<file path="src/rtl/mult_div_unit.sv">
// ---------------------------------------------------------------------------
// MultDivUnit (module mult_div_unit)
//
// Iterative multiply/divide unit for the execute stage. It takes the two
// register-file read values as srcA/srcB and produces HI/LO results for
// MULT, MULTU, DIV and DIVU. The datapath is radix-2 with one iteration per
// clock:
//   - multiply: shift-add
//   - divide:   restoring division
// The latency is fixed, and the unit uses a start/busy/done handshake.
// HI/LO hold their value until the next accepted operation, so later
// move-from-HI/LO instructions can read them.
//
// Optional feature macro: MDU_HILO_WRITE_EN
//   defined   -> the hiloWe/hiloSel/hiloData port group can write HI or LO
//                directly while the unit is idle.
//   undefined -> those ports are present but ignored.
//
// Ports
//   clk       in   1      rising-edge clock
//   rst_n     in   1      asynchronous active-low reset
//   start     in   1      operation request, sampled only while idle
//   op        in   2      00 MULT, 01 MULTU, 10 DIV, 11 DIVU
//   srcA      in   WIDTH  multiplicand / dividend
//   srcB      in   WIDTH  multiplier / divisor
//   hiloWe    in   1      direct HI/LO write strobe
//   hiloSel   in   1      0 = write LO, 1 = write HI
//   hiloData  in   WIDTH  direct write data
//   busy      out  1      high while an operation is running or finishing
//   done      out  1      one-cycle completion pulse
//   divZero   out  1      last operation was a divide by zero
//   hi        out  WIDTH  product upper half / remainder
//   lo        out  WIDTH  product lower half / quotient
// ---------------------------------------------------------------------------
module mult_div_unit #(
    parameter int WIDTH = 32
) (
    input  logic             clk,
    input  logic             rst_n,
    input  logic             start,
    input  logic [1:0]       op,
    input  logic [WIDTH-1:0] srcA,
    input  logic [WIDTH-1:0] srcB,
    input  logic             hiloWe,
    input  logic             hiloSel,
    input  logic [WIDTH-1:0] hiloData,
    output logic             busy,
    output logic             done,
    output logic             divZero,
    output logic [WIDTH-1:0] hi,
    output logic [WIDTH-1:0] lo
);

    localparam int CW = (WIDTH > 1) ? $clog2(WIDTH) : 1;

    typedef enum logic [1:0] {
        IDLE = 2'd0,
        BUSY = 2'd1,
        DONE = 2'd2
    } stateT;

    stateT state;
    stateT nextState;

    logic [CW-1:0]    count;
    logic [1:0]       opReg;
    logic [WIDTH-1:0] accHi;
    logic [WIDTH-1:0] accLo;
    logic [WIDTH-1:0] operandB;
    logic [WIDTH-1:0] dividendRaw;
    logic             negMain;
    logic             negRem;
    logic             dzPending;

    logic             accept;
    logic             lastIter;

    logic             newIsDiv;
    logic             signA;
    logic             signB;
    logic [WIDTH-1:0] magA;
    logic [WIDTH-1:0] magB;

    logic [WIDTH:0]     mulSum;
    logic [WIDTH:0]     divShift;
    logic [WIDTH:0]     divDiff;
    logic [WIDTH-1:0]   stepHi;
    logic [WIDTH-1:0]   stepLo;
    logic [2*WIDTH-1:0] prodFinal;
    logic [WIDTH-1:0]   resHi;
    logic [WIDTH-1:0]   resLo;

    // Decode an incoming request.
    // Signed ops (op[0] == 0) work on operand magnitudes. The result signs are
    // remembered separately and applied once, after the last iteration.
    assign newIsDiv = op[1];
    assign signA    = ~op[0] & srcA[WIDTH-1];
    assign signB    = ~op[0] & srcB[WIDTH-1];
    assign magA     = signA ? -srcA : srcA;
    assign magB     = signB ? -srcB : srcB;

    assign accept   = (state == IDLE) && start;
    assign lastIter = (state == BUSY) && (count == CW'(WIDTH - 1));

    // State register.
    // An asynchronous reset drops the unit back to IDLE from any state,
    // including the middle of an operation.
    always_ff @(posedge clk or negedge rst_n) begin
        if (!rst_n) begin
            state <= IDLE;
        end else begin
            state <= nextState;
        end
    end

    // Next-state logic and handshake outputs.
    // DONE lasts exactly one cycle. Both BUSY and DONE report busy, so a start
    // request is only honoured from IDLE.
    always_comb begin
        nextState = state;
        busy      = 1'b0;
        done      = 1'b0;
        case (state)
            IDLE: begin
                if (start) begin
                    nextState = BUSY;
                end
            end
            BUSY: begin
                busy = 1'b1;
                if (count == CW'(WIDTH - 1)) begin
                    nextState = DONE;
                end
            end
            DONE: begin
                busy      = 1'b1;
                done      = 1'b1;
                nextState = IDLE;
            end
            default: begin
                nextState = IDLE;
            end
        endcase
    end

    // One radix-2 step of the working registers.
    //
    // Multiply: accLo holds the multiplier and shifts right. Its low bit
    // decides whether the multiplicand is added into accHi. The carry out of
    // that add becomes the new top bit of the pair.
    //
    // Divide: {accHi, accLo} shifts left. The divisor is subtracted when the
    // partial remainder is large enough, and the quotient bit enters accLo
    // from the right. A set borrow bit means the trial subtraction failed, and
    // the unsubtracted value is kept.
    always_comb begin
        mulSum   = {1'b0, accHi} + (accLo[0] ? {1'b0, operandB} : '0);
        divShift = {accHi, accLo[WIDTH-1]};
        divDiff  = divShift - {1'b0, operandB};
        stepHi   = mulSum[WIDTH:1];
        stepLo   = {mulSum[0], accLo[WIDTH-1:1]};
        if (opReg[1]) begin
            if (!divDiff[WIDTH]) begin
                stepHi = divDiff[WIDTH-1:0];
                stepLo = {accLo[WIDTH-2:0], 1'b1};
            end else begin
                stepHi = divShift[WIDTH-1:0];
                stepLo = {accLo[WIDTH-2:0], 1'b0};
            end
        end
    end

    // Sign fix-up and special cases, applied to the final step.
    //
    // Divide by zero bypasses the datapath: LO becomes all ones and HI
    // returns the original dividend.
    //
    // The signed overflow case (most negative / -1) needs no special
    // handling. Its magnitude quotient is 0x80..0, and since the quotient
    // sign is positive it is left as is.
    always_comb begin
        prodFinal = negMain ? -{stepHi, stepLo} : {stepHi, stepLo};
        resHi     = prodFinal[2*WIDTH-1:WIDTH];
        resLo     = prodFinal[WIDTH-1:0];
        if (opReg[1]) begin
            if (dzPending) begin
                resHi = dividendRaw;
                resLo = '1;
            end else begin
                resHi = negRem  ? -stepHi : stepHi;
                resLo = negMain ? -stepLo : stepLo;
            end
        end
    end

    // Working registers.
    // Operands and result signs are captured on the accept edge, so later
    // changes on srcA/srcB/op cannot disturb a running operation. Each
    // BUSY cycle then advances the datapath by one step.
    //
    // For a divide, the dividend goes in accLo and the divisor in operandB.
    // For a multiply, the multiplier goes in accLo and the multiplicand in
    // operandB.
    always_ff @(posedge clk or negedge rst_n) begin
        if (!rst_n) begin
            count       <= '0;
            opReg       <= '0;
            accHi       <= '0;
            accLo       <= '0;
            operandB    <= '0;
            dividendRaw <= '0;
            negMain     <= 1'b0;
            negRem      <= 1'b0;
            dzPending   <= 1'b0;
        end else if (accept) begin
            count       <= '0;
            opReg       <= op;
            accHi       <= '0;
            accLo       <= newIsDiv ? magA : magB;
            operandB    <= newIsDiv ? magB : magA;
            dividendRaw <= srcA;
            negMain     <= signA ^ signB;
            negRem      <= newIsDiv & signA;
            dzPending   <= newIsDiv && (srcB == '0);
        end else if (state == BUSY) begin
            count <= count + CW'(1);
            accHi <= stepHi;
            accLo <= stepLo;
        end
    end

    // Architectural HI/LO and the divide-by-zero flag.
    // Accepting a new operation clears divZero. Results land only on the
    // final iteration edge. When the direct-write feature is built in, an
    // idle write goes through only if no start arrives on the same edge.
    always_ff @(posedge clk or negedge rst_n) begin
        if (!rst_n) begin
            hi      <= '0;
            lo      <= '0;
            divZero <= 1'b0;
        end else if (accept) begin
            divZero <= 1'b0;
        end else if (lastIter) begin
            hi      <= resHi;
            lo      <= resLo;
            divZero <= dzPending;
`ifdef MDU_HILO_WRITE_EN
        end else if ((state == IDLE) && hiloWe) begin
            if (hiloSel) begin
                hi <= hiloData;
            end else begin
                lo <= hiloData;
            end
`endif
        end
    end

`ifndef MDU_HILO_WRITE_EN
    // Without the direct-write feature, the write port group is only sunk
    // here so the interface stays identical between builds.
    logic unusedHilo;
    assign unusedHilo = ^{hiloWe, hiloSel, hiloData};
`endif

endmodule
</file>
<file path="config.mk">
export PLATFORM = sky130hd
export DESIGN_NAME = mult_div_unit
export DESIGN_NICKNAME = d
export VERILOG_FILES = /design/src/rtl/mult_div_unit.sv
export SDC_FILE = /design/constraint.sdc
export NUM_CORES = 1
export LEC_CHECK = 0
export ABC_AREA = 1
export CAP_MARGIN = 20
export CORE_ASPECT_RATIO = 1.75
export CORE_MARGIN = 4
export CORE_UTILIZATION = 64
export DETAILED_ROUTE_END_ITERATION = 7
export GPL_TIMING_DRIVEN = 0
export PLACE_DENSITY = 0.95
export SLEW_MARGIN = 20
export SYNTH_ARGS = -nofsm -noshare
export SYNTH_HDL_FRONTEND = slang
export SYNTH_SLANG_ARGS = --single-unit
</file>
<file path="constraint.sdc">
create_clock -name clk -period 6 [get_ports clk]
set_clock_uncertainty 0.05 [all_clocks]
set_input_delay 1.2 -clock clk [delete_from_list [all_inputs] [get_ports clk]]
set_output_delay 1.2 -clock clk [all_outputs]
set_load 0.005 [all_outputs]
</file>
==> results of run 1 <==
synth_stat cells (5+ instances only):
master | number | area [µm²]
sky130_fd_sc_hd__xnor2_1 | 10 | 87.6
sky130_fd_sc_hd__dfrtp_1 | 204 | 5100
sky130_fd_sc_hd__o21ai_1 | 6 | 30.0
sky130_fd_sc_hd__nor2_4 | 7 | 78.8
sky130_fd_sc_hd__nor3_1 | 31 | 155
sky130_fd_sc_hd__nand2_2 | 50 | 313
sky130_fd_sc_hd__nor2_2 | 13 | 81.3
sky130_fd_sc_hd__ha_1 | 74 | 926
sky130_fd_sc_hd__a22oi_1 | 10 | 75.1
sky130_fd_sc_hd__clkbuf_1 | 76 | 285
sky130_fd_sc_hd__nand2_1 | 1037 | 3890
sky130_fd_sc_hd__nor4_1 | 5 | 31.3
sky130_fd_sc_hd__o221ai_1 | 20 | 175
sky130_fd_sc_hd__o21bai_1 | 7 | 52.6
sky130_fd_sc_hd__a21oi_2 | 10 | 87.6
sky130_fd_sc_hd__inv_2 | 18 | 67.6
sky130_fd_sc_hd__inv_1 | 476 | 1790
sky130_fd_sc_hd__o21ai_2 | 6 | 52.6
sky130_fd_sc_hd__nand2_4 | 14 | 158
sky130_fd_sc_hd__nor2_1 | 358 | 1340
sky130_fd_sc_hd__o22ai_1 | 44 | 275
sky130_fd_sc_hd__nand3b_1 | 11 | 82.6
sky130_fd_sc_hd__a31oi_1 | 21 | 131
sky130_fd_sc_hd__a21oi_1 | 116 | 581
sky130_fd_sc_hd__buf_1 | 5 | 18.8
sky130_fd_sc_hd__o211ai_1 | 10 | 75.1
sky130_fd_sc_hd__o21ai_0 | 206 | 1030
sky130_fd_sc_hd__nand3_1 | 238 | 1190
sky130_fd_sc_hd__o32ai_1 | 8 | 70.1
sky130_fd_sc_hd__clkinv_1 | 7 | 26.3
sky130_fd_sc_hd__or2_2 | 10 | 62.6
sky130_fd_sc_hd__nand4_1 | 33 | 206
sky130_fd_sc_hd__nand3_2 | 12 | 120
sky130_fd_sc_hd__buf_2 | 19 | 95.1
sky130_fd_sc_hd__xor2_1 | 76 | 666
sky130_fd_sc_hd__o31ai_1 | 5 | 37.5
cell families after synthesis:
logic type / Yosys count / synth area share (%)
DFF: 204 / 25.7
xor gates and xnor gates: 86 / 3.78
adders and majority gates: 76 / 4.85
buffers and inverters: 609 / 11.9
AOI/OAI and AO/OA: 482 / 14.1
and+or+nand+nor: 1836 / 39.7
layer usage:
layer  overflow  GRT usage, %
met1          0          56.6
met2         20          80.6
met3          1          35.4
met4         30          59.8
met5          0          2.42
through the flow:
step | util, % | setup TNS [ns] | instances | hold slack, ns | setup slack [ns]
CTS | 73.4 | 0 | 3856 | 0.432 | 0.863
detailed placement | 70.9 | 0 | 3821 | 0.415 | 0.886
global placement | 70.7 | -930.90 | 3819 | 0.413 | -4.60
floorplan | - | 0 | 3293 | 0.398 | 1.98
==> out/metrics.sh, run 1 <==
CLK_ROOT_BUFFER_CELL='sky130_fd_sc_hd__clkbuf_16'
SYNTH.YOSYS.WARNINGS=0
POSTSYNTH.ASYNCRESETSHARE_PCT=100
POSTCTSSETUPBUFFERS=0
SYNTH_ENABLE_FLOP_CELLS=0
SYN-CELL-AREA_UM2=19900
CTS_MAX_LEVEL=1
LASTSTAGE='global routing'
GRT_REMAINING_OVERFLOW=51
GRT_FIRST_PASS_WIRELENGTH_MM=149
POST_DP_CELL_AREA_UM2=21800
STATUS='stopped before the end'
MOST_FREQUENTLY_USED_FLOP_MASTER_AFTER_SYNTHESIS='sky130_fd_sc_hd__dfrtp_1'
GRT_UTIL_ALL_LAYERS_PCT=57.9
PLACEMENT_ROWS=85
CLOCK_TREE.BUFFER_DEPTH=3
PLACE.PORT_BUFFERS=135
DIE-WIDTH_UM=141
SYN_NETS=3472
DIE_H_UM=241
SYNTHCELLS=3293
DETAILEDPLACEMENTHPWL_MM=67.5
POSTCTSHOLDBUFS=0
INITIAL_UTILIZATION_PCT=64.7
SYNTH-SEQ-CELLS=204
PIN_COUNT_OF_THE_BIGGEST_NET_ENTERING_GLOBAL_ROUTING=105
RUN.STOP_ERROR='[ERROR GRT-0116] Global routing finished with congestion. Check the congestion regions in the DRC Viewer.'
CTSRESIZECOUNT=0
FINALWEIGHTEDCONGESTION=1.38
YS_TYPES=61
PER_INSTANCE_AVERAGE_AREA_AFTER_SYNTHESIS_UM2=6.04
NUMBER_OF_GLOBAL_ROUTE_VIAS_BEFORE_REPAIR=26100
SEQ_AREA_FRAC_SYNTH_PCT=25.7
NUMCTSBUFFERS=20
FLOORPLAN.IO_PINS=170
NUMCLOCKSINKS=204
==> run 2: changes to the inputs <==
--- a/config.mk
+++ b/config.mk
@@ -7,12 +7,11 @@
 export LEC_CHECK = 0
 export ABC_AREA = 1
 export CAP_MARGIN = 20
-export CORE_ASPECT_RATIO = 1.75
 export CORE_MARGIN = 4
-export CORE_UTILIZATION = 64
+export CORE_UTILIZATION = 40
 export DETAILED_ROUTE_END_ITERATION = 7
 export GPL_TIMING_DRIVEN = 0
-export PLACE_DENSITY = 0.95
+export PLACE_DENSITY_LB_ADDON = 0.15
 export SLEW_MARGIN = 20
 export SYNTH_ARGS = -nofsm -noshare
 export SYNTH_HDL_FRONTEND = slang
==> out/metrics.sh, run 2 <==
FINALHOLDWORSTSLACK_NS=0.372
LAYOUT.AREA.SEQ_UM2=5100
POSTCTSHOLDBUFS=0  # unchanged
CAP_VIOLATIONS=0
TIMING.CRITICAL_PATH.FROM_TYPE='flop'
POWER_DENSITY_nW_PER_UM2=679
FLOORPLAN.IO_PINS=170  # unchanged
WORST_SLEW_MARGIN_REL_PCT=26.5
SYNTH-SEQ-CELLS=204  # unchanged
SYNTHDOMINANTCELLAREASHARE_PCT=25.7  # unchanged
LAYOUT-DRIVE-GT1-SHARE_PCT=6.58
R2R_CELLS=31
SYN-CELL-AREA_UM2=19900  # unchanged
FINAL-HOLD-VIOLATION-COUNT=0
STATUS='finished clean'  # was stopped before the end
DRCVIOLATIONCOUNT=0
CTS.REPORTEDPATHS.CLKPINSLEW_NS=0.07
SETUP_TOTAL_NEGATIVE_SLACK_NS=0
YOSYSMOSTFREQUENTCELL='sky130_fd_sc_hd__nand2_1'  # unchanged
FINALNETCOUNT=3638
POSTROUTEANTENNANETS=0
YS_TYPES=61  # unchanged
SYNTH_ENABLE_FLOP_CELLS=0  # unchanged
HIGHEST_ATTAINABLE_CLOCK_FREQUENCY_MHz=179
TOTAL_LEAKAGE_POWER_nW=11.7
END_KIND='flop'
STARTPOINT_OF_THE_MOST_CRITICAL_REGISTER_TO_REGISTER_PATH='accLo[31]$_DFFE_PN0P_'
DETAILEDPLACEMENTHPWL_MM=78.4  # was 67.5 mm
AREA_GROWTH_PCT=16.2
VIASPERCELL=5.47
SYNTH_TOP_CELLS_BY_AREA='sky130_fd_sc_hd__dfrtp_1, sky130_fd_sc_hd__nand2_1, sky130_fd_sc_hd__inv_1'  # unchanged
SLEW_VIOLATIONS=0
POSTLAYOUTSETUPSLACKWORST_NS=0.424
GRT_REMAINING_OVERFLOW=0
SEQ_AREA_FRAC_SYNTH_PCT=25.7  # unchanged
CLOCK_TREE.BUFFER_DEPTH=3  # unchanged
PRE_CTS_SLACK_NS=0.387  # was 0.886 ns
NUMCLOCKSINKS=204  # unchanged
CLK_ROOT_BUFFER_CELL='sky130_fd_sc_hd__clkbuf_16'  # unchanged
SYNTH_AREA_LEADER='sky130_fd_sc_hd__dfrtp_1'  # unchanged
ENDPOINT_OF_THE_WORST_REGISTER_TO_REGISTER_PATH='hi[12]$_DFFE_PN0P_'
FILLERS=5390
RSZ_0062_RAISED_AFTER_GLOBAL_ROUTING='false'
ROUTE.VIAS.TOTAL=22700
LAYOUTNONFILLERINSTCOUNT=4142
NUMBER_OF_GLOBAL_ROUTE_VIAS_BEFORE_REPAIR=21600
TIMING.CRITICAL_PATH.MODE_CELL='sky130_fd_sc_hd__nand2_1'
TIMING.FINAL.CRIT_PERIOD_NS=5.58
ANTENNA-DIODE-COUNT=0
SYN_NETS=3472  # unchanged
DRT_FIRST_PASS_ITERS=6
CTS_MAX_LEVEL=1  # unchanged
PEAKVDDDROP_mV=0.275
SETUP.REG_TO_REG.WORST_SLACK_NS=0.42
GRT_UTIL_ALL_LAYERS_PCT=34.4
NUMCTSBUFFERS=26  # was 20
CRIT_PATH_CATEGORY='flop to flop'
PLACEMENT_ROWS=81  # was 85
MULTI_INPUT_AREA_UM2=12400
LAYOUT_COMMON_CELLS='sky130_fd_sc_hd__nand2_1, sky130_fd_sc_hd__inv_1, sky130_fd_sc_hd__nor2_1'
INITIAL_UTILIZATION_PCT=40.6  # was 64.7%
CP_DATA_REQUIRED_TIME_NS=6.45
CP_DATA_ARRIVAL_TIME_NS=6.03
LAYOUT.CELLS.MOST_COMMON='sky130_fd_sc_hd__nand2_1'
CLOCK_LATENCY_NS=0.60
DIE-WIDTH_UM=231  # was 141 µm
PLACE.PORT_BUFFERS=135  # unchanged
DIE_H_UM=231  # was 241 µm
LARGEST_STAGE_DELAY_ON_THE_CRITICAL_PATH_NS=0.45
WL_MM=94.3
SYNTHCELLS=3293  # unchanged
SYNTH.YOSYS.WARNINGS=0  # unchanged
PLACEDCELLCOUNT=4094  # was 3821
SETUP-VIOLATIONS-FINAL=0
CORE_AREA_UM2=49100
CRIT_SLOWEST_CELL='sky130_fd_sc_hd__fa_1'
FINALWEIGHTEDCONGESTION=1.02  # was 1.38
PIN_COUNT_OF_THE_BIGGEST_NET_ENTERING_GLOBAL_ROUTING=98
CRITPATHMAXFANOUT=4
MIN_PERIOD_OVER_PERIOD_PCT=92.9
YOSYS-TOP-CELLS-COUNT='sky130_fd_sc_hd__nand2_1, sky130_fd_sc_hd__inv_1, sky130_fd_sc_hd__nor2_1'  # unchanged
HOLD_PATH.CLASS='input pin to asynchronous set/reset pin'
PER_INSTANCE_AVERAGE_AREA_AFTER_SYNTHESIS_UM2=6.04  # unchanged
GRT_FIRST_PASS_WIRELENGTH_MM=138
ANTENNA_FOUND_INITIAL=1
POSTSYNTH.ASYNCRESETSHARE_PCT=100  # unchanged
TRITONCTS='done'
TIGHTESTPINTRANSITION_NS=1.10
MOST_FREQUENTLY_USED_FLOP_MASTER_AFTER_SYNTHESIS='sky130_fd_sc_hd__dfrtp_1'  # unchanged
AVGROUTEDWIREPERCELL_UM=22.8
FP.DIEAREA_UM2=53400
DRT_ITER0_DRC=2300
==> run 2: final cells by class <==
class,count,share of cell area (%)
multi-input cells,2480,53.8
flip-flops and latches,204,22.1
clock inverters,13,1.04
repair buffers,138,6.13
plain buffers,106,2.05
clock buffers,34,3.16
inverters,503,8.18
well taps,664,3.59
==> run 2: per-stage QoR <==
step | power [W] | util (%) | cell area [µm²]
global placement | 0.0136 | 45.0 | 22100
floorplan | 0.00982 | - | 19900
CTS | 0.0155 | 47.1 | 23100
detailed placement | 0.0136 | 45.1 | 22100
finish | 0.0157 | 47.2 | 23100
global route | 0.0169 | 47.2 | 23100
==> run 2: kinds of logic after synthesis <==
kind of cell	synth area share [%]
and+or+nand+nor	39.7
buffers and inverters	11.9
AOI/OAI and AO/OA	14.1
DFF	25.7
xor gates and xnor gates	3.78
adders and majority gates	4.85
==> run 2: worst max-delay path by stage <==
| stage | start | end | slack [ns] | depth (start not counted) |
|---|---|---|---|---|
| after floorplan | accLo[31]$_DFFE_PN0P_ | hi[30]$_DFFE_PN0P_ | 1.98 | 35 |
| after global placement | rst_n | hi[27]$_DFFE_PN0P_ | -5.25 | 1 |
| after detailed placement | accLo[31]$_DFFE_PN0P_ | hi[12]$_DFFE_PN0P_ | 0.39 | 31 |
| after CTS | accLo[31]$_DFFE_PN0P_ | hi[12]$_DFFE_PN0P_ | 0.34 | 31 |
| after global routing | accLo[31]$_DFFE_PN0P_ | hi[22]$_DFFE_PN0P_ | 0.13 | 34 |
| final | accLo[31]$_DFFE_PN0P_ | hi[12]$_DFFE_PN0P_ | 0.42 | 31 |
==> run 2: where the power goes <==
part           switching [W]  internal [W]  total, W
clock network       0.000704       0.00108   0.00179
logic                0.00832       0.00329    0.0116
registers           0.000479       0.00182   0.00229
==> run 2: repair_timing <==
| item | CTS | global route |
|---|---|---|
| buffers inserted | 0 | 1 |
| setup endpoints to repair | 0 | 3 |
| resized for setup | 0 | 1 |
==> run 2: layer usage <==
| metal | vias up | wire length, µm | GRT usage, % |
|---|---|---|---|
| met3 | 211 | 6530 | 4.03 |
| met4 | 0 | 5750 | 17.0 |
| met2 | 981 | 42200 | 55.0 |
| met5 | - | 0 | 0 |
| met1 | 10700 | 39800 | 46.3 |
| li1 | 10800 | - | - |
==> run 2: worst max-delay path, delay by kind of cell, from the launching register on <==
kind / cells / cell delay, ns
and+or+nand+nor: 21 / 3.27
buffers and inverters: 5 / 0.48
adders and majority gates: 3 / 0.81
AOI/OAI and AO/OA: 2 / 0.49
DFF: 1 / 0.38
Power figures use the tool's default switching activity.
